File: config.mk
export PLATFORM = sky130hd
export DESIGN_NAME = tic_tac_toe_nxn
export DESIGN_NICKNAME = d
export VERILOG_FILES = /design/src/rtl/tic_tac_toe_pkg.sv /design/src/rtl/ttt_line_detect.sv /design/src/rtl/tic_tac_toe_nxn.sv
export SDC_FILE = /design/constraint.sdc
export NUM_CORES = 1
export LEC_CHECK = 0
export BUFFER_PORTS_ARGS = -buffer_cell sky130_fd_sc_hd__buf_2
export CAP_MARGIN = 25
export CELL_PAD_IN_SITES_DETAIL_PLACEMENT = 1
export CELL_PAD_IN_SITES_GLOBAL_PLACEMENT = 2
export CORE_MARGIN = 2
export CORE_UTILIZATION = 36
export DETAILED_ROUTE_END_ITERATION = 6
export HOLD_SLACK_MARGIN = 0.02
export PLACE_DENSITY_LB_ADDON = 0.05
export SKIP_CTS_REPAIR_TIMING = 1
export SYNTH_ARGS = -nofsm -noshare
export SYNTH_HDL_FRONTEND = slang
export SYNTH_SLANG_ARGS = --single-unit
File: constraint.sdc
create_clock -name clock -period 5.1 [get_ports clock]
set_input_delay 0.255 -clock clock [delete_from_list [all_inputs] [get_ports clock]]
set_output_delay 0.255 -clock clock [all_outputs]
set_load 0.03 [all_outputs]
File: src/rtl/tic_tac_toe_pkg.sv
// Shared codes and FSM encoding for the N x N tic-tac-toe controller.
// Cell codes and result codes are the same values seen on the board/who ports.
package tic_tac_toe_pkg;

    localparam logic [1:0] CELL_EMPTY  = 2'b00;
    localparam logic [1:0] CELL_PLAYER = 2'b01;
    localparam logic [1:0] CELL_COMP   = 2'b10;

    localparam logic [1:0] WHO_PLAY    = 2'b00;
    localparam logic [1:0] WHO_PLAYER  = 2'b01;
    localparam logic [1:0] WHO_COMP    = 2'b10;
    localparam logic [1:0] WHO_DRAW    = 2'b11;

    typedef enum logic [2:0] {
        P_TURN  = 3'd0,
        P_CHECK = 3'd1,
        C_TURN  = 3'd2,
        C_CHECK = 3'd3,
        DONE    = 3'd4
    } state_t;

endpackage

File: src/rtl/ttt_line_detect.sv
// Combinational K-in-a-row finder: flags any horizontal, vertical,
// diagonal or anti-diagonal window of WIN_LEN cells holding code.
module ttt_line_detect #(
    parameter int N       = 3,
    parameter int WIN_LEN = N
) (
    input  logic [2*N*N-1:0] board,
    input  logic [1:0]       code,
    output logic             found
);

    logic [N*N-1:0] hit;

    always_comb begin
        hit = '0;
        for (int i = 0; i < N*N; i++) begin
            hit[i] = (board[2*i +: 2] == code);
        end
    end

    // Every cell is tried as the start of a window in each direction
    always_comb begin
        logic h;
        logic v;
        logic d;
        logic a;
        found = 1'b0;
        h = 1'b0;
        v = 1'b0;
        d = 1'b0;
        a = 1'b0;
        for (int r = 0; r < N; r++) begin
            for (int c = 0; c < N; c++) begin
                h = (c + WIN_LEN <= N);
                v = (r + WIN_LEN <= N);
                d = h && v;
                a = (c + 1 >= WIN_LEN) && v;
                for (int k = 0; k < WIN_LEN; k++) begin
                    if (c + k < N)
                        h = h & hit[r*N + c + k];
                    if (r + k < N)
                        v = v & hit[(r + k)*N + c];
                    if (r + k < N && c + k < N)
                        d = d & hit[(r + k)*N + c + k];
                    if (r + k < N && c - k >= 0)
                        a = a & hit[(r + k)*N + c - k];
                end
                found = found | h | v | d | a;
            end
        end
    end

endmodule

File: src/rtl/tic_tac_toe_nxn.sv
// N x N, K-in-a-row game controller: move arbitration, legality check,
// registered win/draw evaluation one cycle after each accepted move.
module tic_tac_toe_nxn
    import tic_tac_toe_pkg::*;
#(
    parameter  int N       = 3,
    parameter  int WIN_LEN = N,
    localparam int POS_W   = $clog2(N*N),
    localparam int CNT_W   = $clog2(N*N+1)
) (
    input  logic             clock,
    input  logic             reset,
    input  logic             new_game,
    input  logic             play,
    input  logic             pc,
    input  logic [POS_W-1:0] player_position,
    input  logic [POS_W-1:0] computer_position,
    output logic [2*N*N-1:0] board,
    output logic [1:0]       who,
    output logic             turn,
    output logic             illegal_move,
    output logic [CNT_W-1:0] move_count
);

    localparam int CELLS = N*N;

    state_t             state_q;
    state_t             state_d;
    logic [2*CELLS-1:0] board_q;
    logic [2*CELLS-1:0] board_d;
    logic [2*CELLS-1:0] p_set;
    logic [2*CELLS-1:0] c_set;
    logic [1:0]         who_q;
    logic [1:0]         who_d;
    logic               ill_q;
    logic               ill_d;
    logic [CNT_W-1:0]   cnt_q;
    logic [CNT_W-1:0]   cnt_d;
    logic               play_q;
    logic               pc_q;
    logic               play_rise;
    logic               pc_rise;
    logic               p_in;
    logic               c_in;
    logic               p_ok;
    logic               c_ok;
    logic [1:0]         p_cell;
    logic [1:0]         c_cell;
    logic               p_win;
    logic               c_win;

    assign play_rise = play & ~play_q;
    assign pc_rise   = pc & ~pc_q;

    // Decode each requested index once: range check, current content, write mask
    always_comb begin
        p_in   = 1'b0;
        c_in   = 1'b0;
        p_cell = CELL_EMPTY;
        c_cell = CELL_EMPTY;
        p_set  = '0;
        c_set  = '0;
        for (int i = 0; i < CELLS; i++) begin
            if (player_position == POS_W'(i)) begin
                p_in              = 1'b1;
                p_cell            = board_q[2*i +: 2];
                p_set[2*i +: 2]   = CELL_PLAYER;
            end
            if (computer_position == POS_W'(i)) begin
                c_in              = 1'b1;
                c_cell            = board_q[2*i +: 2];
                c_set[2*i +: 2]   = CELL_COMP;
            end
        end
    end

    assign p_ok = p_in && (p_cell == CELL_EMPTY);
    assign c_ok = c_in && (c_cell == CELL_EMPTY);

    ttt_line_detect #(
        .N       (N),
        .WIN_LEN (WIN_LEN)
    ) u_player_line (
        .board (board_q),
        .code  (CELL_PLAYER),
        .found (p_win)
    );

    ttt_line_detect #(
        .N       (N),
        .WIN_LEN (WIN_LEN)
    ) u_comp_line (
        .board (board_q),
        .code  (CELL_COMP),
        .found (c_win)
    );

    always_comb begin
        state_d = state_q;
        board_d = board_q;
        who_d   = who_q;
        cnt_d   = cnt_q;
        ill_d   = 1'b0;
        if (new_game) begin
            state_d = P_TURN;
            board_d = '0;
            who_d   = WHO_PLAY;
            cnt_d   = '0;
        end else begin
            unique case (state_q)
                P_TURN: begin
                    if (play_rise) begin
                        if (p_ok) begin
                            board_d = board_q | p_set;
                            cnt_d   = cnt_q + CNT_W'(1);
                            state_d = P_CHECK;
                        end else begin
                            ill_d = 1'b1;
                        end
                    end
                end
                P_CHECK: begin
                    if (p_win) begin
                        who_d   = WHO_PLAYER;
                        state_d = DONE;
                    end else if (cnt_q == CNT_W'(CELLS)) begin
                        who_d   = WHO_DRAW;
                        state_d = DONE;
                    end else begin
                        state_d = C_TURN;
                    end
                end
                C_TURN: begin
                    if (pc_rise) begin
                        if (c_ok) begin
                            board_d = board_q | c_set;
                            cnt_d   = cnt_q + CNT_W'(1);
                            state_d = C_CHECK;
                        end else begin
                            ill_d = 1'b1;
                        end
                    end
                end
                C_CHECK: begin
                    if (c_win) begin
                        who_d   = WHO_COMP;
                        state_d = DONE;
                    end else if (cnt_q == CNT_W'(CELLS)) begin
                        who_d   = WHO_DRAW;
                        state_d = DONE;
                    end else begin
                        state_d = P_TURN;
                    end
                end
                DONE: begin
                    state_d = DONE;
                end
                default: begin
                    state_d = P_TURN;
                end
            endcase
        end
    end

    always_ff @(posedge clock or posedge reset) begin
        if (reset) begin
            state_q <= P_TURN;
            board_q <= '0;
            who_q   <= WHO_PLAY;
            cnt_q   <= '0;
            ill_q   <= 1'b0;
            play_q  <= 1'b0;
            pc_q    <= 1'b0;
        end else begin
            state_q <= state_d;
            board_q <= board_d;
            who_q   <= who_d;
            cnt_q   <= cnt_d;
            ill_q   <= ill_d;
            play_q  <= new_game ? 1'b0 : play;
            pc_q    <= new_game ? 1'b0 : pc;
        end
    end

    assign board        = board_q;
    assign who          = who_q;
    assign move_count   = cnt_q;
    assign illegal_move = ill_q;
    assign turn         = (state_q == C_TURN) || (state_q == P_CHECK);

endmodule

==> results of run 1 <==
[report_power, final]
| group | switching (mW) | internal, mW | leakage, nW |
|---|---|---|---|
| clock | 0.101 | 0.108 | 0.0472 |
| combinational | 0.0452 | 0.0224 | 0.539 |
| sequential | 0.00650 | 0.242 | 0.415 |
| total | 0.152 | 0.373 | 1.00 |
[worst max-delay path, stage by stage, from the launching register on]
cell and delay [ns]:
dfrtp_1 0.49, nor4bb_1 0.20, o311ai_0 0.40, nand3_1 0.18, a31oi_1 0.34, nor2_1 0.09
o21ai_0 0.25, a31oi_1 0.12
[logic make-up (layout without fill, tap and decap cells)]
| family | Yosys count | in the layout |
|---|---|---|
| compound gates | 62 | 62 |
| fa+ha+maj | 2 | 2 |
| buf+inv | 22 | 60 |
| flops | 30 | 30 |
| mux | 1 | 1 |
| simple gates | 94 | 94 |
[state kept, by name (all words and copies together) (netlist names)]
name / flops
move_count: 4
state_q: 3
pc_q: 1
who: 2
illegal_move: 1
board: 18
play_q: 1
[placed cells by master, fill, tap and decap left out, types with 3 or more instances in the layout]
cell and count:
nor2_1 23, o31ai_1 5, a211oi_1 4, a41oi_1 4, nor4bb_1 8, nand2_1 9
o21ai_2 3, o22ai_1 5, inv_1 13, buf_2 38, a31oi_1 9, dfrtp_1 30
a21oi_1 8, nor2b_1 12, nand3_1 3, clkbuf_8 6, o21ai_0 8, nand2b_1 8
[through the flow]
stage / hold WS (ns) / setup WS, ns
CTS: 0.0547 / 2.87
detailed placement: 0.367 / 2.88
floorplan: 0.346 / 3.00
global placement: 0.359 / 2.95
global route: 0.0960 / 2.70
finish: 0.0416 / 2.88
[layer usage]
layer / part of all wire [%] / wire length, um
met1: 48 / 2930
met2: 47 / 2890
met5: 0 / 0
met4: 1.4 / 85
met3: 3.7 / 227
[final cells by class]
type / count / area share, %
well taps: 70 / 3.88
inverters: 13 / 2.16
multi-input cells: 159 / 47.7
repair buffers: 39 / 8.76
clock buffers: 6 / 3.66
flip-flops and latches: 30 / 33.3
clock inverters: 2 / 0.554
[how the worst max path moves through the flow]
| stage | start | end | slack, ns | cells after the start |
|---|---|---|---|---|
| 3_3_place_gp | board[14] | board[6] | 2.95 | 6 |
| 5_1_grt | board[12] | state_q[2] | 2.70 | 7 |
| 6_report | board[12] | state_q[2] | 2.88 | 7 |
| 2_1_floorplan | board[9] | move_count[3] | 3.00 | 7 |
| 4_1_cts | board[12] | state_q[2] | 2.87 | 7 |
| 3_5_place_dp | board[12] | state_q[2] | 2.88 | 7 |
==> impl_metrics.csv, run 1 <==
group,metric,value,unit
timing,finalCriticalPeriod,2.22,ns
floorplanning,die_y,77.4,um
setup_path,cp_data_arrival_time,2.36,ns
clocking,cts.root.buffer_cell,"clkbuf_8",
logic_synthesis,synth_top_family_by_area,"simple AND/OR/NAND/NOR gates",
setup_path,end_kind,"flip-flop",
logic_synthesis,ys.flop_type,"dfrtp_1",
logic_synthesis,avgSynthCellArea,9.18,um^2
logic_synthesis,synth_fa_ha_area_share,1.29,%
cells_and_area,finalInstanceArea,2260,um^2
hold_path,min_path_type,"input pin to asynchronous set/reset pin",
timing,final_max_slew_viol_count,0,
floorplanning,dieArea,5980,um^2
cells_and_area,antenna_cells,0,
outcome,status,"finished clean",
global_route,met2_usage,34.6,%
global_route,grt_max_degree,39,
pwr,ir_drop,137,uV
logic_synthesis,synth-simple-area-share,30.7,%
setup_path,crit_required,5.24,ns
logic_synthesis,netlist_instances,211,
routing,drtIter0Drc,51,
logic_synthesis,synth_compound_area_share,22.9,%
clocking,tritoncts,"yes",
pwr,power_density,233,nW/um^2
setup_path,critical_path.max_fanout,9,
logic_synthesis,yosys.area.top_type,"dfrtp_1",
cells_and_area,finalNonFillerCells,319,
routing,drc_errors,0,
placement,dp_hpwl,4530,um
timing,tightest_slew,0.641,ns
clocking,cts_sinks,30,
cells_and_area,regArea,751,um^2
setup_path,ff2ff_path_depth,7,
logic_synthesis,synth_top_area_share,38.8,%
global_route,grt_pass1_vias,1955,
global_route,antenna_found_initial,0,
pwr,power_leakage,1.00,nW
clocking,cts_buffers,5,
logic_synthesis,synth.top_cells.by_area,"dfrtp_1 39%, nor2_1 4.5%, nor4bb_1 4.1%",
clocking,path_clk_slew,0.07,ns
clocking,clkLatencyLatePin,0.29,ns
cells_and_area,final_core_util,43.9,%
timing,tns,0,ns
logic_synthesis,ys_seq_area_share,38.8,%
setup_path,worstReg2RegEnd,"state_q[2]",
placement,placed_area,2160,um^2
logic_synthesis,synth.distinct_cells,56,
global_route,grtUsageMet1,29.9,%
logic_synthesis,synth-warning-count,0,
logic_synthesis,syn_nets,226,
timing,setup_viol,0,
clocking,h-tree-depth,2,
timing,hold_violations,0,
logic_synthesis,synthXorXnorAreaFrac,0,%
logic_synthesis,synth_edf_count,0,
logic_synthesis,muxShareOfSynthArea,0.775,%
setup_path,rrSetupSlack,2.88,ns
clocking,cts_buffer_depth,2,
pwr,fin_total_pwr,0.525,mW
routing,antenna_left,0,
timing,timing.fmax,450,MHz
placement,gp_congestion,0.791,
floorplanning,start_util,37.7,%
setup_path,worstSetupPathType,"flip-flop to flip-flop",
cells_and_area,area_growth,16.5,%
global_route,grtUsageMet3,4.65,%
routing,wl,6130,um
global_route,grt.overflow.total,0,
routing,dr.pass1.iters,4,
global_route,grt_pass1_wl,10200,um
routing,wl_per_cell,19.2,um
floorplanning,io_pins,39,
floorplanning,die_w,77.4,um
timing,relSlewSlack,56.7,%
run,max_cap_viol_count,0,
floorplanning,rows,26,
timing,fin_crit_sh,43.6,%
floorplanning,fp.coreArea,5140,um^2
cells_and_area,nets,263,
logic_synthesis,yosysMostFrequentCell,"dfrtp_1",
routing,vias,1831,
setup_path,timing.rr.start,"board[12]",
global_route,track_usage,21.8,%
logic_synthesis,synth_common_cells,"30 x dfrtp_1, 23 x nor2_1, 13 x inv_1",
timing,rsz0062_at_grt,"no",
cells_and_area,layout-drive-gt1-share,27.3,%
routing,routed_via_density,5.74,
placement,placed_cells,311,
cells_and_area,multi_input_area,1080,um^2
placement,io_buffers,38,
logic_synthesis,async_flop_share,100,%
setup_path,start_kind,"flip-flop",
logic_synthesis,syn-cell-area,1940,um^2
timing,clock_skew,0.00578,ns
logic_synthesis,synth_seq_cells,30,
global_route,grt.busiest_layer,"met2",
cells_and_area,fillers,657,
Note: power is estimated with default switching activity, not from simulation.
==> inputs of run 2 (changes only) <==
--- a/config.mk
+++ b/config.mk
@@ -5,12 +5,13 @@
 export SDC_FILE = /design/constraint.sdc
 export NUM_CORES = 1
 export LEC_CHECK = 0
+export ABC_AREA = 1
 export BUFFER_PORTS_ARGS = -buffer_cell sky130_fd_sc_hd__buf_2
 export CAP_MARGIN = 25
 export CELL_PAD_IN_SITES_DETAIL_PLACEMENT = 1
 export CELL_PAD_IN_SITES_GLOBAL_PLACEMENT = 2
 export CORE_MARGIN = 2
-export CORE_UTILIZATION = 36
+export CORE_UTILIZATION = 27
 export DETAILED_ROUTE_END_ITERATION = 6
 export HOLD_SLACK_MARGIN = 0.02
 export PLACE_DENSITY_LB_ADDON = 0.05
==> constraint.sdc (replaced) <==
create_clock -name clock -period 1.9 [get_ports clock]
set_input_delay 0.095 -clock clock [delete_from_list [all_inputs] [get_ports clock]]
set_output_delay 0.095 -clock clock [all_outputs]
set_load 0.03 [all_outputs]
==> impl_metrics.csv, run 2 <==
group,metric,value,unit
outcome,status,"finished clean",
logic_synthesis,synth_edf_count,0,
timing,tightest_slew,0.552,ns
logic_synthesis,synth_common_cells,"99 x nand2_1, 53 x inv_1, 42 x nor2_1",
clocking,cts_sinks,30,
routing,wl_per_cell,16.8,um
placement,dp_hpwl,6740,um
logic_synthesis,yosys.area.top_type,"dfrtp_1",
floorplanning,die_y,95.5,um
timing,hold_violations,0,
routing,vias,2603,
clocking,cts.root.buffer_cell,"clkbuf_8",
routing,wl_met1,4470,um
global_route,grt_pass1_vias,2631,
cells_and_area,nets,439,
routing,drc_errors,0,
logic_synthesis,netlist_instances,350,
logic_synthesis,synth_seq_cells,30,
routing,drtIter0Drc,66,
cells_and_area,antenna_cells,0,
clocking,h-tree-depth,2,
placement,gp_congestion,0.792,
timing,rsz0062_at_grt,"yes",
routing,routed_via_density,4.92,
clocking,tritoncts,"yes",
floorplanning,die_w,95.5,um
logic_synthesis,syn-cell-area,2260,um^2
global_route,grt.overflow.total,0,
clocking,cts_buffers,5,
cells_and_area,final_common_cell,"nand2_1",
routing,met3_wirelength,208,um
pwr,ir_drop,349,uV
setup_path,crit_required,2.12,ns
floorplanning,io_pins,39,
logic_synthesis,ys.flop_type,"dfrtp_1",
logic_synthesis,syn_nets,365,
placement,io_buffers,38,
timing,final_max_slew_viol_count,0,
setup_path,cp_data_arrival_time,2.02,ns
cells_and_area,finalInstanceArea,3010,um^2
floorplanning,start_util,27.7,%
setup_path,start_kind,"flip-flop",
logic_synthesis,synth-warning-count,0,
floorplanning,rows,33,
global_route,grt_pass1_wl,14000,um
cells_and_area,layout_common_cells,"92 x nand2_1, 50 x inv_1, 40 x nor2_1",
logic_synthesis,synth_top_area_share,33.2,%
cells_and_area,largest_register_ffs,18,
floorplanning,dieArea,9130,um^2
routing,antenna_left,0,
timing,finalCriticalPeriod,1.80,ns
cells_and_area,area_growth,33.0,%
setup_path,critical_path.max_fanout,9,
logic_synthesis,yosysMostFrequentCell,"nand2_1",
logic_synthesis,async_flop_share,100,%
global_route,antenna_found_initial,0,
setup_path,end_kind,"flip-flop",
setup_path,worstSetupPathType,"flip-flop to flip-flop",
clocking,clkLatencyLatePin,0.29,ns
logic_synthesis,ys_seq_area_share,33.2,%
timing,setup_slack,0.101,ns
timing,timing.fmax,556,MHz
global_route,grt_max_degree,31,
floorplanning,fp.coreArea,8180,um^2
pwr,fin_total_pwr,2.14,mW
routing,maxUsedRoutingLayer,"met4",
timing,tns,0,ns
timing,holdWs,0.0339,ns
cells_and_area,layout-drive-gt1-share,26.7,%
clocking,cts_buffer_depth,2,
timing,relSlewSlack,62.8,%
logic_synthesis,synth.top_cells.by_area,"dfrtp_1 33%, nand2_1 16%, inv_1 8.8%",
placement,placed_area,2790,um^2
global_route,track_usage,20.0,%
pwr,power_density,710,nW/um^2
cells_and_area,fillers,1094,
timing,clock_skew,0.00611,ns
run,max_cap_viol_count,0,
clocking,path_clk_slew,0.07,ns
pwr,power_leakage,1.54,nW
routing,dr.pass1.iters,4,
routing,wl_met2,4150,um
routing,wl,8890,um
hold_path,min_path_type,"input pin to flip-flop",
logic_synthesis,synth.distinct_cells,33,
timing,setup_viol,0,
timing,fin_crit_sh,94.7,%
logic_synthesis,avgSynthCellArea,6.46,um^2
placement,place_ws,0.0144,ns
==> run 2: cell types whose count changed after synthesis, moves of 5 or more <==
cell / before / now
nand2_1: 9 / 99
inv_1: 13 / 53
nand3_1: 3 / 25
nand4_1: 2 / 21
nor2_1: 23 / 42
nor2b_1: 12 / 0
a211oi_1: 4 / 12
nand2b_1: 8 / 0
nor4bb_1: 8 / 0
a31oi_1: 9 / 2
o21ai_0: 8 / 14
o31ai_1: 5 / 0
==> run 2: cell type report <==
cell class                      instances  area [um^2]  share of cell area (%)
Clock buffer                            7         76.3                    2.54
Inverter                               53          199                    6.61
Multi-Input combinational cell        262         1370                    45.4
Sequential cell                        30          759                    25.2
Tap cell                              105          131                    4.37
Timing Repair Buffer                   72          475                    15.8
==> run 2: layer usage <==
layer	up-vias	track usage, %
met4	0	3.57
met1	1266	29.4
met2	30	31.7
met5	-	0
li1	1301	-
met3	6	2.61
==> run 2: cells by family (layout without fill, tap and decap cells) <==
group                    after synthesis  count (layout)  synth area share, %
buffers and inverters                 60             132                 10.5
flip-flops                            30              30                 33.2
AO/OA/AOI/OAI                         47              47                 12.5
AND/OR/NAND/NOR                      209             211                 42.0
XOR/XNOR                               2               2                0.774
adder cells (fa/ha/maj)                2               2                 1.11
==> run 2: worst paths after layout <==
| kind | slack, ns | start | end | cells past startpoint |
|---|---|---|---|---|
| worst max-delay path | 0.10 | board[4] | board[15] | 14 |
| worst min-delay path | 0.03 | play | play_q | 3 |
| worst max register to register | 0.10 | board[4] | board[15] | 14 |
| worst min register to register | 0.55 | who[0] | who[0] | 2 |
| max in group asynchronous | 1.12 | reset | board[7] | 4 |
| min in group asynchronous | 0.46 | reset | move_count[1] | 4 |
==> run 2: worst max-delay path, stage by stage (launching register included) <==
cell,delay [ns]
dfrtp_2,0.44
nor2_2,0.12
nand3_1,0.08
nand2_1,0.07
inv_1,0.05
nand2_1,0.05
nand2_1,0.04
nand2_1,0.05
nand4_1,0.07
nand2_1,0.11
nand3_1,0.12
nand2_4,0.18
buf_8,0.15
nand4_1,0.11
nand2_1,0.09
==> run 2: stage by stage <==
| stage | util [%] | std cells |
|---|---|---|
| 6_report | 36.8 | 529 |
| 3_3_place_gp | 34.1 | 517 |
| 4_1_cts | 35.1 | 524 |
| 2_1_floorplan | - | 350 |
| 3_5_place_dp | 34.1 | 517 |
| 5_1_grt | 36.8 | 529 |
==> run 2: power by group <==
part | total, mW | switching (mW) | internal, mW
combinational | 0.843 | 0.555 | 0.288
sequential | 0.771 | 0.0745 | 0.697
clock | 0.521 | 0.268 | 0.253
==> inputs of run 3 (changes only) <==
--- a/config.mk
+++ b/config.mk
@@ -5,13 +5,11 @@
 export SDC_FILE = /design/constraint.sdc
 export NUM_CORES = 1
 export LEC_CHECK = 0
-export ABC_AREA = 1
 export BUFFER_PORTS_ARGS = -buffer_cell sky130_fd_sc_hd__buf_2
 export CAP_MARGIN = 25
 export CELL_PAD_IN_SITES_DETAIL_PLACEMENT = 1
 export CELL_PAD_IN_SITES_GLOBAL_PLACEMENT = 2
-export CORE_MARGIN = 2
-export CORE_UTILIZATION = 27
+export CORE_UTILIZATION = 30
 export DETAILED_ROUTE_END_ITERATION = 6
 export HOLD_SLACK_MARGIN = 0.02
 export PLACE_DENSITY_LB_ADDON = 0.05
==> impl_metrics.csv, run 3 (same netlist as run 1, synthesis figures left out) <==
group,metric,value,unit
pwr,comb_power_share,17.8,%
floorplanning,start_util,32.0,%
timing,timing.fmax,510,MHz
hold_path,min_path_type,"input pin to flip-flop",
timing,fin_crit_sh,103,%
clocking,cts_buffer_depth,2,
routing,drc_errors,0,
setup_path,worstSetupPathType,"flip-flop to flip-flop",
placement,place_ws,-0.142,ns
timing,setup_slack,-0.0590,ns
outcome,status,"finished with violations",
timing,relSlewSlack,65.5,%
global_route,grt.overflow.total,0,
pwr,power_leakage,1.27,nW
routing,dr.pass1.iters,4,
clocking,cts_buffers,5,
timing,clock_skew,0.00509,ns
floorplanning,fp.coreArea,6060,um^2
cells_and_area,antenna_cells,0,
clocking,tritoncts,"yes",
setup_path,critical_path.max_fanout,4,
pwr,netSwitchingFraction,28.7,%
timing,hold_violations,0,
floorplanning,rows,28,
cells_and_area,final_core_util,46.7,%
cells_and_area,largest_register_ffs,18,
cells_and_area,finalInstanceArea,2830,um^2
setup_path,start_kind,"flip-flop",
placement,placed_area,2530,um^2
timing,rsz0062_at_grt,"yes",
placement,dp_hpwl,5100,um
global_route,grt_pass1_vias,1999,
floorplanning,die_w,82.4,um
timing,tightest_slew,0.517,ns
pwr,p_clk_share,37.3,%
timing,finalCriticalPeriod,1.96,ns
placement,io_buffers,38,
routing,antenna_left,0,
routing,vias,2015,
clocking,cts.root.buffer_cell,"clkbuf_8",
clocking,h-tree-depth,2,
pwr,net-switching-power,0.424,mW
pwr,power_density,522,nW/um^2
pwr,p_int,1.05,mW
global_route,grt_pass1_wl,10900,um
pwr,ir_drop,217,uV
cells_and_area,area_growth,46.2,%
clocking,clkLatencyLatePin,0.28,ns
floorplanning,io_pins,39,
placement,gp_congestion,0.844,
global_route,antenna_found_initial,0,
cells_and_area,layout-drive-gt1-share,49.3,%
routing,wl,6820,um
global_route,track_usage,22.2,%
global_route,grt_max_degree,31,
routing,drtIter0Drc,79,
routing,routed_via_density,5.34,
cells_and_area,layout_common_cells,"47 x buf_4, 38 x buf_2, 21 x nor2_1",
setup_path,crit_required,2.07,ns
timing,final_max_slew_viol_count,0,
cells_and_area,final_common_cell,"buf_4",
floorplanning,die_y,82.4,um
routing,wl_per_cell,18.1,um
setup_path,cp_data_arrival_time,2.13,ns
setup_path,end_kind,"flip-flop",
clocking,path_clk_slew,0.07,ns
pwr,pwr-share-seq,44.9,%
run,max_cap_viol_count,0,
timing,setup_viol,8,
cells_and_area,nets,316,
clocking,cts_sinks,30,
outcome,failed_checks,"negative setup slack",
floorplanning,dieArea,6780,um^2
## run 3: per-layer routing
layer | GRT usage [%] | vias to the layer above | part of all wire, %
li1 | - | 973 | -
met1 | 33.5 | 1001 | 52
met2 | 32.6 | 37 | 45
met3 | 3.41 | 4 | 2.6
met4 | 5.79 | 0 | 0.87
met5 | 0 | - | 0
## run 3: worst max-delay path: stages (launching register included)
cell,delay (ns)
dfrtp_2,0.40
or4_1,0.49
o211ai_1,0.10
o311a_1,0.23
o21ai_2,0.09
o21ai_2,0.13
nand3_2,0.12
mux2_4,0.30
## run 3: final timing paths
kind,depth (start not counted),to,start,slack (ns)
worst min register to register,2,who[0],who[0],0.52
worst min-delay path,2,play_q,play,0.05
worst max-delay path,7,move_count[3],board[8],-0.06
worst max register to register,7,move_count[3],board[8],-0.06
min in group asynchronous,4,who[1],reset,0.44
max in group asynchronous,4,board[4],reset,1.14
## run 3: area by class of cell
class | instances | area, um^2
Fill cell | 721 | 3230
Multi-Input combinational cell | 159 | 1210
Sequential cell | 30 | 763
Timing Repair Buffer | 92 | 621
Tap cell | 75 | 93.8
Clock buffer | 7 | 86.3
Inverter | 13 | 51.3
Clock inverter | 1 | 5.00
## run 3: power by group through the flow
stage          combinational (mW)  clock (mW)  sequential [mW]
4_1_cts                     0.234       0.573            0.663
3_5_place_dp                0.233           0            0.675
2_1_floorplan               0.119           0            0.686
5_1_grt                     0.290       0.595            0.664
3_3_place_gp                0.232           0            0.675
6_report                    0.264       0.551            0.663
## run 3: stage by stage
stage	setup TNS, ns	power [mW]	std cells	hold slack, ns
finish	-0.317	1.48	377	0.0527
global route	-2.91	1.55	377	0.0703
CTS	-1.31	1.47	371	-0.0923
detailed placement	-1.11	0.908	363	0.215
global placement	-0.707	0.906	363	0.210
floorplan	-0.0913	0.805	211	0.186
